--- src/rtl/alu_result_fmt.sv ---
// alu_result_fmt: turns each captured ALU result into a short ASCII frame
// ("HH ZC\r\n") and feeds it byte by byte to uart_tx over en_tx / tx_d_end.
// A single pending slot holds one result that arrives mid-frame; a second
// one is dropped and flagged on res_ovr.
module alu_result_fmt #(
   parameter int EOL_LF = 1,
   parameter int TX_GAP = 0
) (
   input  logic       clk,
   input  logic       reset,
   input  logic       res_val,
   input  logic [7:0] res_data,
   input  logic       res_zero,
   input  logic       res_cout,
   input  logic       tx_d_end,
   output logic [7:0] tx_data,
   output logic       en_tx,
   output logic       busy,
   output logic       res_ovr
);

   localparam logic [2:0] IDLE  = 3'd0;
   localparam logic [2:0] START = 3'd1;
   localparam logic [2:0] WAIT  = 3'd2;
   localparam logic [2:0] GAP   = 3'd3;
   localparam logic [2:0] NEXT  = 3'd4;

   // index of the final byte: LF is byte 6 when enabled, otherwise CR (5) ends it
   localparam logic [2:0] LAST_IDX = (EOL_LF != 0) ? 3'd6 : 3'd5;
   localparam logic [7:0] GAP_LAST = (TX_GAP > 0) ? 8'(TX_GAP - 1) : 8'd0;

   logic [2:0] state;
   logic [2:0] idx;
   logic [7:0] gap_cnt;
   logic [7:0] w_data;
   logic       w_zero;
   logic       w_cout;
   logic [7:0] p_data;
   logic       p_zero;
   logic       p_cout;
   logic       p_vld;

   function automatic logic [7:0] hex_char(input logic [3:0] n);
      return (n < 4'd10) ? (8'h30 + {4'h0, n}) : (8'h37 + {4'h0, n});
   endfunction

   function automatic logic [7:0] frame_byte(input logic [2:0] i, input logic [7:0] d,
                                             input logic z, input logic c);
      logic [7:0] b;
      case (i)
         3'd0:    b = hex_char(d[7:4]);
         3'd1:    b = hex_char(d[3:0]);
         3'd2:    b = 8'h20;
         3'd3:    b = z ? 8'h5A : 8'h2D;
         3'd4:    b = c ? 8'h43 : 8'h2D;
         3'd5:    b = 8'h0D;
         default: b = 8'h0A;
      endcase
      return b;
   endfunction

   // the pending slot always drains in NEXT, so IDLE implies an empty slot
   assign busy = (state != IDLE) | p_vld;

   // frame sequencer, pending slot and output registers
   always_ff @(posedge clk or posedge reset) begin
      if (reset) begin
         state   <= IDLE;
         idx     <= 3'd0;
         gap_cnt <= 8'd0;
         w_data  <= 8'h00;
         w_zero  <= 1'b0;
         w_cout  <= 1'b0;
         p_data  <= 8'h00;
         p_zero  <= 1'b0;
         p_cout  <= 1'b0;
         p_vld   <= 1'b0;
         tx_data <= 8'h00;
         en_tx   <= 1'b0;
         res_ovr <= 1'b0;
      end else begin
         en_tx   <= 1'b0;
         res_ovr <= 1'b0;

         // results arriving mid-frame go to the pending slot or get dropped
         if (res_val && (state == START || state == WAIT || state == GAP)) begin
            if (!p_vld) begin
               p_data <= res_data;
               p_zero <= res_zero;
               p_cout <= res_cout;
               p_vld  <= 1'b1;
            end else begin
               res_ovr <= 1'b1;
            end
         end

         case (state)
            IDLE: begin
               // first byte goes out straight from the inputs so en_tx
               // follows res_val by one cycle; the START cycle is folded in
               if (res_val) begin
                  w_data  <= res_data;
                  w_zero  <= res_zero;
                  w_cout  <= res_cout;
                  idx     <= 3'd0;
                  tx_data <= hex_char(res_data[7:4]);
                  en_tx   <= 1'b1;
                  state   <= WAIT;
               end
            end
            START: begin
               tx_data <= frame_byte(idx, w_data, w_zero, w_cout);
               en_tx   <= 1'b1;
               state   <= WAIT;
            end
            WAIT: begin
               if (tx_d_end) begin
                  if (idx == LAST_IDX) begin
                     idx   <= 3'd0;
                     state <= NEXT;
                  end else begin
                     idx <= idx + 3'd1;
                     if (TX_GAP > 0) begin
                        gap_cnt <= 8'd0;
                        state   <= GAP;
                     end else begin
                        state <= START;
                     end
                  end
               end
            end
            GAP: begin
               if (gap_cnt == GAP_LAST) state <= START;
               else gap_cnt <= gap_cnt + 8'd1;
            end
            NEXT: begin
               idx <= 3'd0;
               if (p_vld) begin
                  w_data <= p_data;
                  w_zero <= p_zero;
                  w_cout <= p_cout;
                  state  <= START;
                  // the slot is being vacated, so a same-cycle result refills it
                  if (res_val) begin
                     p_data <= res_data;
                     p_zero <= res_zero;
                     p_cout <= res_cout;
                  end else begin
                     p_vld <= 1'b0;
                  end
               end else if (res_val) begin
                  w_data <= res_data;
                  w_zero <= res_zero;
                  w_cout <= res_cout;
                  state  <= START;
               end else begin
                  state <= IDLE;
               end
            end
            default: state <= IDLE;
         endcase
      end
   end

endmodule

--- config.mk ---
export PLATFORM = sky130hd
export DESIGN_NAME = alu_result_fmt
export DESIGN_NICKNAME = d
export VERILOG_FILES = /design/src/rtl/alu_result_fmt.sv
export SDC_FILE = /design/constraint.sdc
export NUM_CORES = 1
export LEC_CHECK = 0
export CORE_UTILIZATION = 52
export CTS_BUF_LIST = sky130_fd_sc_hd__clkbuf_8
export DETAILED_ROUTE_END_ITERATION = 7
export MAX_ROUTING_LAYER = met4
export PLACE_DENSITY_LB_ADDON = 0.12
export REMOVE_ABC_BUFFERS = 1
export SLEW_MARGIN = 10
export SYNTH_ARGS = -nofsm -noshare
export SYNTH_HDL_FRONTEND = slang
export SYNTH_SLANG_ARGS = --single-unit
--- constraint.sdc ---
create_clock -name clk -period 4.3 [get_ports clk]
set_clock_uncertainty 0.2 [all_clocks]
set_input_delay 0.86 -clock clk [delete_from_list [all_inputs] [get_ports clk]]
set_output_delay 0.86 -clock clk [all_outputs]
set_load 0.1 [all_outputs]
After elaboration in Yosys (flattened, before gate mapping)
Cells that the tools add are included.
W data, S select, Z words.
{"block": "totals", "regBits": 45, "inputBits": 14}
{"block": "classes", "mux": 51, "bitwise_logic": 2, "n_reduce_logical": 14, "add_sub_neg": 8, "n_eq_ne": 13, "n_lt_le_gt_ge": 3}
{"operator": "$mux W8", "n": 8}
{"operator": "$add A6 B4 Y7 const A", "n": 6}
{"operator": "$pmux W7 S6", "n": 1}
{"operator": "$mux W7", "n": 5}
{"operator": "$pmux W8 S2", "n": 2}
{"operator": "$mux W1", "n": 23}
{"operator": "$mux W3", "n": 7}
{"operator": "$pmux W3 S5", "n": 1}
{"operator": "$eq A3 B2 Y1 const B", "n": 4}
{"operator": "$eq A3 B3 Y1 const B", "n": 4}
{"operator": "$lt A4 B4 Y1 const B", "n": 3}
{"operator": "$pmux W3 S3", "n": 1}
{"operator": "$add A8 B1 Y8 const B", "n": 1}
{"operator": "$logic_not A8 Y1", "n": 1}
{"operator": "$eq A3 B1 Y1 const B", "n": 2}
{"operator": "$logic_not A3 Y1", "n": 2}
{"operator": "$pmux W1 S2", "n": 3}
{"operator": "$reduce_and A3 Y1", "n": 2}
{"operator": "$reduce_bool A3 Y1", "n": 2}
{"operator": "$ne A2 B2 Y1 const B", "n": 2}
{"operator": "$reduce_and A2 Y1", "n": 2}
{"operator": "$reduce_bool A2 Y1", "n": 2}
{"operator": "$add A3 B1 Y3 const B", "n": 1}
{"operator": "$logic_or A1 B1 Y1", "n": 2}
{"operator": "other kinds (4)", "n": 4}

Longest topological paths before layout
Gate-level depths: netlist of the first run.
{"block": "depth", "ltp_word": 8, "ltp_mapped": 8, "depth_no_buf": 7}

Worst setup path after synthesis of the first run
Ideal clock, no wire load.
{"block": "synth_timing", "path_type": "reg-to-output", "from": "register state[0]", "to": "output busy", "path_slack_ns": 1.680, "path_stages_with_launch": 4, "path_buffers": 1, "arrival_ns": 1.560, "cell_sequence": "dfrtp_1 -> buf_2 -> or2_2 -> or3_1"}
{"block": "synth_between", "elab_chain_cells": 2}
{"item": "start, declared", "line": "32", "text": "logic [2:0] state;"}
{"item": "start signal, assigned", "line": "68", "text": "state <= IDLE;"}
{"item": "start signal, assigned", "line": "108", "text": "state <= WAIT;"}
{"item": "start signal, assigned", "line": "114", "text": "state <= WAIT;"}
{"item": "$reduce_bool A3 Y1", "line": "63", "text": "assign busy = (state != IDLE) | p_vld;"}
{"item": "$or A1 B1 Y1", "line": "63"}
{"item": "end, declared", "line": "18", "text": "output logic busy,"}
No other way between the ends.

Final worst setup path of the first run
Ends and elaborated chain as after synthesis.

==> results by group, run 1 <==
Status
  • Outcome: finished with violations
  • Failing checks: design-rule violations

CTS
  • Setup Fix Bufs, Post-CTS: 0
  • Root Buffer: clkbuf_8
  • Number of H-tree levels: 2
  • CTS resizes: 0
  • Maximum clock path buffer count: 2
  • TritonCTS clock tree: yes
  • Register clock-pin slew on the reported worst setup and hold paths: 80 ps
  • CTS sink cnt: 44
  • Num CTS Buffers: 5
  • CTS Hold Bufs: 0
  • Clock latency on the worst-skew pair: 290 ps

Logic synthesis
  • Largest family of logic cells by synthesized area: compound AO/OA/AOI/OAI gates
  • Synth Area in Simple Gates: 16.9%
  • Avg Inst Size Synth: 9.16 um2
  • Post-synthesis cell area: 2460 um2
  • Sequential area share after synthesis: 44.7%
  • Seq cells post-synth: 44
  • Compound-Gate Fraction of Synth Area: 20.1%
  • Adder-cell share of the synthesized area: 3.05%
  • Gate count after technology mapping: 269
  • Post-synthesis mux area share: 5.64%
  • Ys Warns: 0
  • Distinct cells, synth: 51
  • XOR/XNOR Fraction of Synth Area: 3.56%

Worst setup path
  • Critical Path Start Type: register
  • Crit-path max cell delay: 970 ps
  • Crit-path max FO: 12
  • Critical path class: register to output pin
  • Buf/Inv on CP: 1
  • Crit path cell chain: or2_2, or3_1, clkdlybuf4s50_1
  • CP Data Arrival Time: 2440 ps
  • Worst path required time: 3240 ps
  • CP delay by family, top: buffers and inverters
  • Crit path capture type: output pin
  • Crit-path slowest cell: clkdlybuf4s50_1

Final layout
  • Nets: 307
  • Final Cell Area: 2780 um2
  • Core Util, Final: 62.6%
  • Fraction of layout cells with a size suffix above 1: 7.64%
  • ANT cells: 0
  • Area Growth Syn to Fin: 13.0%
  • Commonest non-fill, non-tap cell in the layout: dfrtp_1
  • Most frequent cells in the layout: dfrtp_1, nand2_1, clkdlybuf4s50_1

Global route
  • GRT overflow: 0
  • Initial antenna violation count: 0
  • Global-route wire length before repair: 8210 um
  • Pin count of the biggest net entering global routing: 24
  • GR Util All Layers: 21.5%
  • Vias in the first global route: 1694

Timing
  • Slew Limit Fails: 0
  • Maximum clock rate: 0.285 GHz
  • Period utilization: 81.5%
  • Final hold violations: 0
  • Period minus WS final: 3500 ps
  • Worst-Margin Slew: 974 ps
  • RSZ-0062 raised after global routing: false
  • Final setup fails: 0
  • Setup_tns: 0 ps
  • Slew Limit Headroom: 34.9%

Route
  • Via count: 1911
  • Max Used Layer: met4
  • DRT antenna net count: 0
  • Final wirelength: 4740 um
  • Routed WL per cell: 13.9 um
  • DRC viols: 4
  • Drt via density: 5.62
  • Met3 Wirelength: 116 um
  • Met1 WL: 2600 um
  • Routed length on met2: 2010 um
  • Starting DRT DRC Count: 131
  • DR pass1 iterations: 6

Min path
  • Hold Crit Class: register to register

Placed design
  • Post-DP Area: 2690 um2
  • GPL Wtd Cong: 0.918
  • PortBufs: 23
  • DP Wirelength: 3520 um

Job
  • Max capacitance violation total: 0

Die
  • Die width: 70.8 um
  • Core ar.: 4440 um2
  • I/O pin total: 25
  • Cell row count: 24
  • Initial Utilization: 55.4%
  • Die ar.: 5020 um2
  • Die height: 70.8 um

Power
  • Lkg Pwr: 1.17 nW
  • VDD IR max: 0.000348 V
  • PD cells: 711 nW/um2
  • Total Power: 1.98 mW
-- Yosys cell counts, drive strengths merged --
cell type  count  area (um2)
dfrtp         44        1100
nand2         32         120
o21ai         29         153
a21oi         22         114
inv           19        71.3
nor2          18        72.6
buf           11        68.8
xnor2          8        70.1
mux2           7        78.8
ha             6        75.1
mux2i          6        60.1
nand3          6        30.0
a31oi          5        31.3
nand2b         5        31.3
nor3           5        25.0
o22ai          4        25.0
and2           3        18.8
or2            3        18.8
a211oi         2        15.0
a21o           2        15.0
a221o          2        20.0
and4b          2        20.0
clkbuf         2        7.51
nand4          2        12.5
nor4b          2        17.5
o211ai         2        15.0
o31ai          2        28.8
o32a           2        20.0
xor2           2        17.5
a211o          1        8.76
a221oi         1        8.76
a22o           1        8.76
a22oi          1        7.51
a32oi          1        8.76
and2b          1        7.51
and3           1        11.3
and4           1        8.76
conb           1        3.75
nand4b         1        8.76
nor4           1        6.26
o21a           1        7.51
o21bai         1        7.51
or3            1        6.26
-- power by group --
part,switching (mW),internal [mW]
Clock,0.136,0.128
Sequential,0.149,0.557
Combinational,0.653,0.354
Total,0.939,1.04
-- state kept, by name, summed over array words and instances (netlist names) --
register / cells
w_data: 8
w_cout: 1
gap_cnt: 8
idx: 3
p_zero: 1
p_vld: 1
state: 3
res_ovr: 1
w_zero: 1
en_tx: 1
p_data: 8
tx_data: 7
p_cout: 1
-- final cells by class --
cell class              count  area, um2
multi-input cells         193       1210
clock buffers               6       82.6
fillers                   394       1660
clock inverters             2       10.0
repair buffers             24        238
inverters                  19       71.3
well taps                  52       65.1
flip-flops and latches     44       1100
-- layer usage --
metal / global-route usage (%) / vias up
li1: - / 984
met1: 32.6 / 896
met2: 29.8 / 29
met3: 4.27 / 2
met4: 4.67 / 0
met5: - / -
-- tightest hold or removal path: cells and delay by family, from the launching register on --
family,cells,cell delay [ps]
AOI/OAI and AO/OA,1,60
DFF,1,340
and+or+nand+nor,1,50
-- final timing paths --
path,from,to,slack (ps),cells after the start
worst min-delay path,p_data[7],w_data[7],280,2
worst min register to register,p_data[7],w_data[7],280,2
worst max-delay path,state[0],busy,800,3
max in group asynchronous,reset,idx[1],2480,3
worst max register to register,state[0],p_data[7],2090,4
min in group asynchronous,reset,p_zero,710,2
-- cells by family after synthesis --
kind of cell,count (synthesis)
buffers and inverters,32
and+or+nand+nor,84
adders and majority gates,6
xor gates and xnor gates,10
DFF,44
other,1
muxes,13
AOI/OAI and AO/OA,79
-- stage by stage --
| step | setup slack, ps | hold WS, ps | std cells |
|---|---|---|---|
| 4_1_cts | 784 | 277 | 340 |
| 5_1_grt | 691 | 302 | 340 |
| 3_5_place_dp | 1110 | 257 | 332 |
| 3_3_place_gp | 1120 | 256 | 332 |
| 2_1_floorplan | 1730 | 244 | 256 |
| 6_report | 797 | 280 | 340 |
No activity file was read; power rests on OpenSTA's default activity.
==> inputs of run 2 (changes only) <==
clock period = 2.85 ns   (was 4.3 ns; I/O delays follow)
==> run 2 against run 1 <==
Against the previous run:
- combinational power grew 50%
- clock power rose by 47%
- power increased by 51%
- critical endpoint unchanged
- largest power group unchanged
- hold slack got worse by 2.5 ps
- final area unchanged
- the flow now finishes without violations
==> results by group, run 2 (synthesis results as in run 1) <==
CTS
  • Clock latency on the worst-skew pair: 290 ps
  • CTS Hold Bufs: 0
  • Setup Fix Bufs, Post-CTS: 0
  • CTS resizes: 0
  • TritonCTS clock tree: yes
  • Root Buffer: clkbuf_8
  • Number of H-tree levels: 2
  • Register clock-pin slew on the reported worst setup and hold paths: 70 ps
  • Num CTS Buffers: 5
  • CTS sink cnt: 44
  • Maximum clock path buffer count: 2

Final layout
  • Fillers: 398
  • Area Growth Syn to Fin: 13.0%
  • Commonest non-fill, non-tap cell in the layout: dfrtp_1
  • Most frequent cells in the layout: dfrtp_1, nand2_1, a21oi_1
  • Fraction of layout cells with a size suffix above 1: 11.0%
  • Nets: 309
  • Largest registers: gap_cnt: 8 flops, p_data: 8 flops, w_data: 8 flops
  • Final Cell Area: 2780 um2
  • ANT cells: 0

Placed design
  • Pre-CTS setup slack: 467 ps
  • DP Wirelength: 3730 um
  • GPL Wtd Cong: 0.910
  • PortBufs: 23
  • Post-DP Area: 2690 um2

Timing
  • Hold_ws: 278 ps
  • Final hold violations: 0
  • Slew Limit Fails: 0
  • Worst-Margin Slew: 735 ps
  • Setup WS post-layout: 339 ps
  • Maximum clock rate: 0.398 GHz
  • Slew Limit Headroom: 50.7%
  • Period utilization: 88.1%
  • Period minus WS final: 2510 ps
  • Setup_tns: 0 ps
  • Final setup fails: 0
  • RSZ-0062 raised after global routing: false

Die
  • Cell row count: 24
  • Die height: 70.8 um
  • Core ar.: 4440 um2
  • Die width: 70.8 um
  • Initial Utilization: 55.4%
  • I/O pin total: 25
  • Die ar.: 5020 um2

Route
  • DR pass1 iterations: 6
  • Routed WL per cell: 14.4 um
  • Via count: 1938
  • Starting DRT DRC Count: 118
  • DRT antenna net count: 0
  • Final wirelength: 4940 um
  • Drt via density: 5.67
  • DRC viols: 0

Worst setup path
  • Crit-path slowest cell: dfrtp_1
  • Crit path capture type: output pin
  • Worst path required time: 2080 ps
  • Crit path cell chain: or2_2, or3_1, buf_4
  • CP Data Arrival Time: 1740 ps
  • Critical Path Start Type: register
  • Buf/Inv on CP: 1
  • Crit-path max FO: 12
  • CP delay by family, top: simple AND/OR/NAND/NOR gates
  • Critical path class: register to output pin
  • Crit-path max cell delay: 520 ps

Power
  • Comb power frac: 50.9%
  • Lkg Pwr: 1.20 nW
  • Switch Pwr: 1.43 mW
  • Switching Fraction: 48.0%
  • PD cells: 1070 nW/um2
  • Flop pwr share: 36.0%
  • Internal power: 1.55 mW
  • VDD IR max: 0.000513 V
  • Clock power frac: 13.0%

Global route
  • Pin count of the biggest net entering global routing: 26
  • GRT overflow: 0
  • Global-route wire length before repair: 8760 um
  • Initial antenna violation count: 0
  • GR Util All Layers: 23.1%
  • Vias in the first global route: 1852

Job
  • Max capacitance violation total: 0

Status
  • Outcome: completed

Min path
  • Hold Crit Class: register to register
[run 2: layer usage]
metal  up-vias  global-route usage [%]  wire (um)
met5         -                       -          0
met4         0                    8.44         87
met3        10                    5.27        186
met2        42                    32.4       2140
met1       903                    32.8       2530
li1        983                       -          -
[run 2: stage by stage]
stage | total power [mW] | util [%] | cells
floorplan | 2.23 | - | 256
global placement | 2.57 | 60.6 | 334
detailed placement | 2.60 | 60.6 | 334
CTS | 3.00 | 62.6 | 342
global route | 3.20 | 62.6 | 342
finish | 2.99 | 62.6 | 342
[run 2: worst register-to-register path, delay by kind of cell, from the launching register on]
kind             cells  cell delay (ps)
flip-flops           1              580
multiplexers         1              410
AO/OA/AOI/OAI        1              560
AND/OR/NAND/NOR      2              400
[run 2: layout make-up]
type	count	area, um2	area share, %
flip-flops and latches	44	1100	39.6
well taps	52	65.1	2.34
clock buffers	6	82.6	2.97
inverters	19	71.3	2.56
multi-input cells	193	1210	43.7
clock inverters	2	7.51	0.270
repair buffers	26	240	8.63
[run 2: worst paths after layout]
check                      startpoint        end  slack [ps]  cells after the start
setup / recovery             state[0]       busy         340                      3
hold / removal              p_data[7]  w_data[7]         280                      2
setup reg to reg             state[0]  p_data[7]         590                      4
hold reg to reg             p_data[7]  w_data[7]         280                      2
max in group asynchronous       reset   state[1]        1520                      3
min in group asynchronous       reset  w_data[5]         420                      2
[run 2: power groups by stage]
stage / clock, mW / sequential (mW) / combinational [mW]
detailed placement: 0 / 1.09 / 1.51
finish: 0.389 / 1.08 / 1.52
CTS: 0.403 / 1.08 / 1.52
global placement: 0 / 1.08 / 1.49
floorplan: 0 / 1.46 / 0.773
global route: 0.430 / 1.12 / 1.65
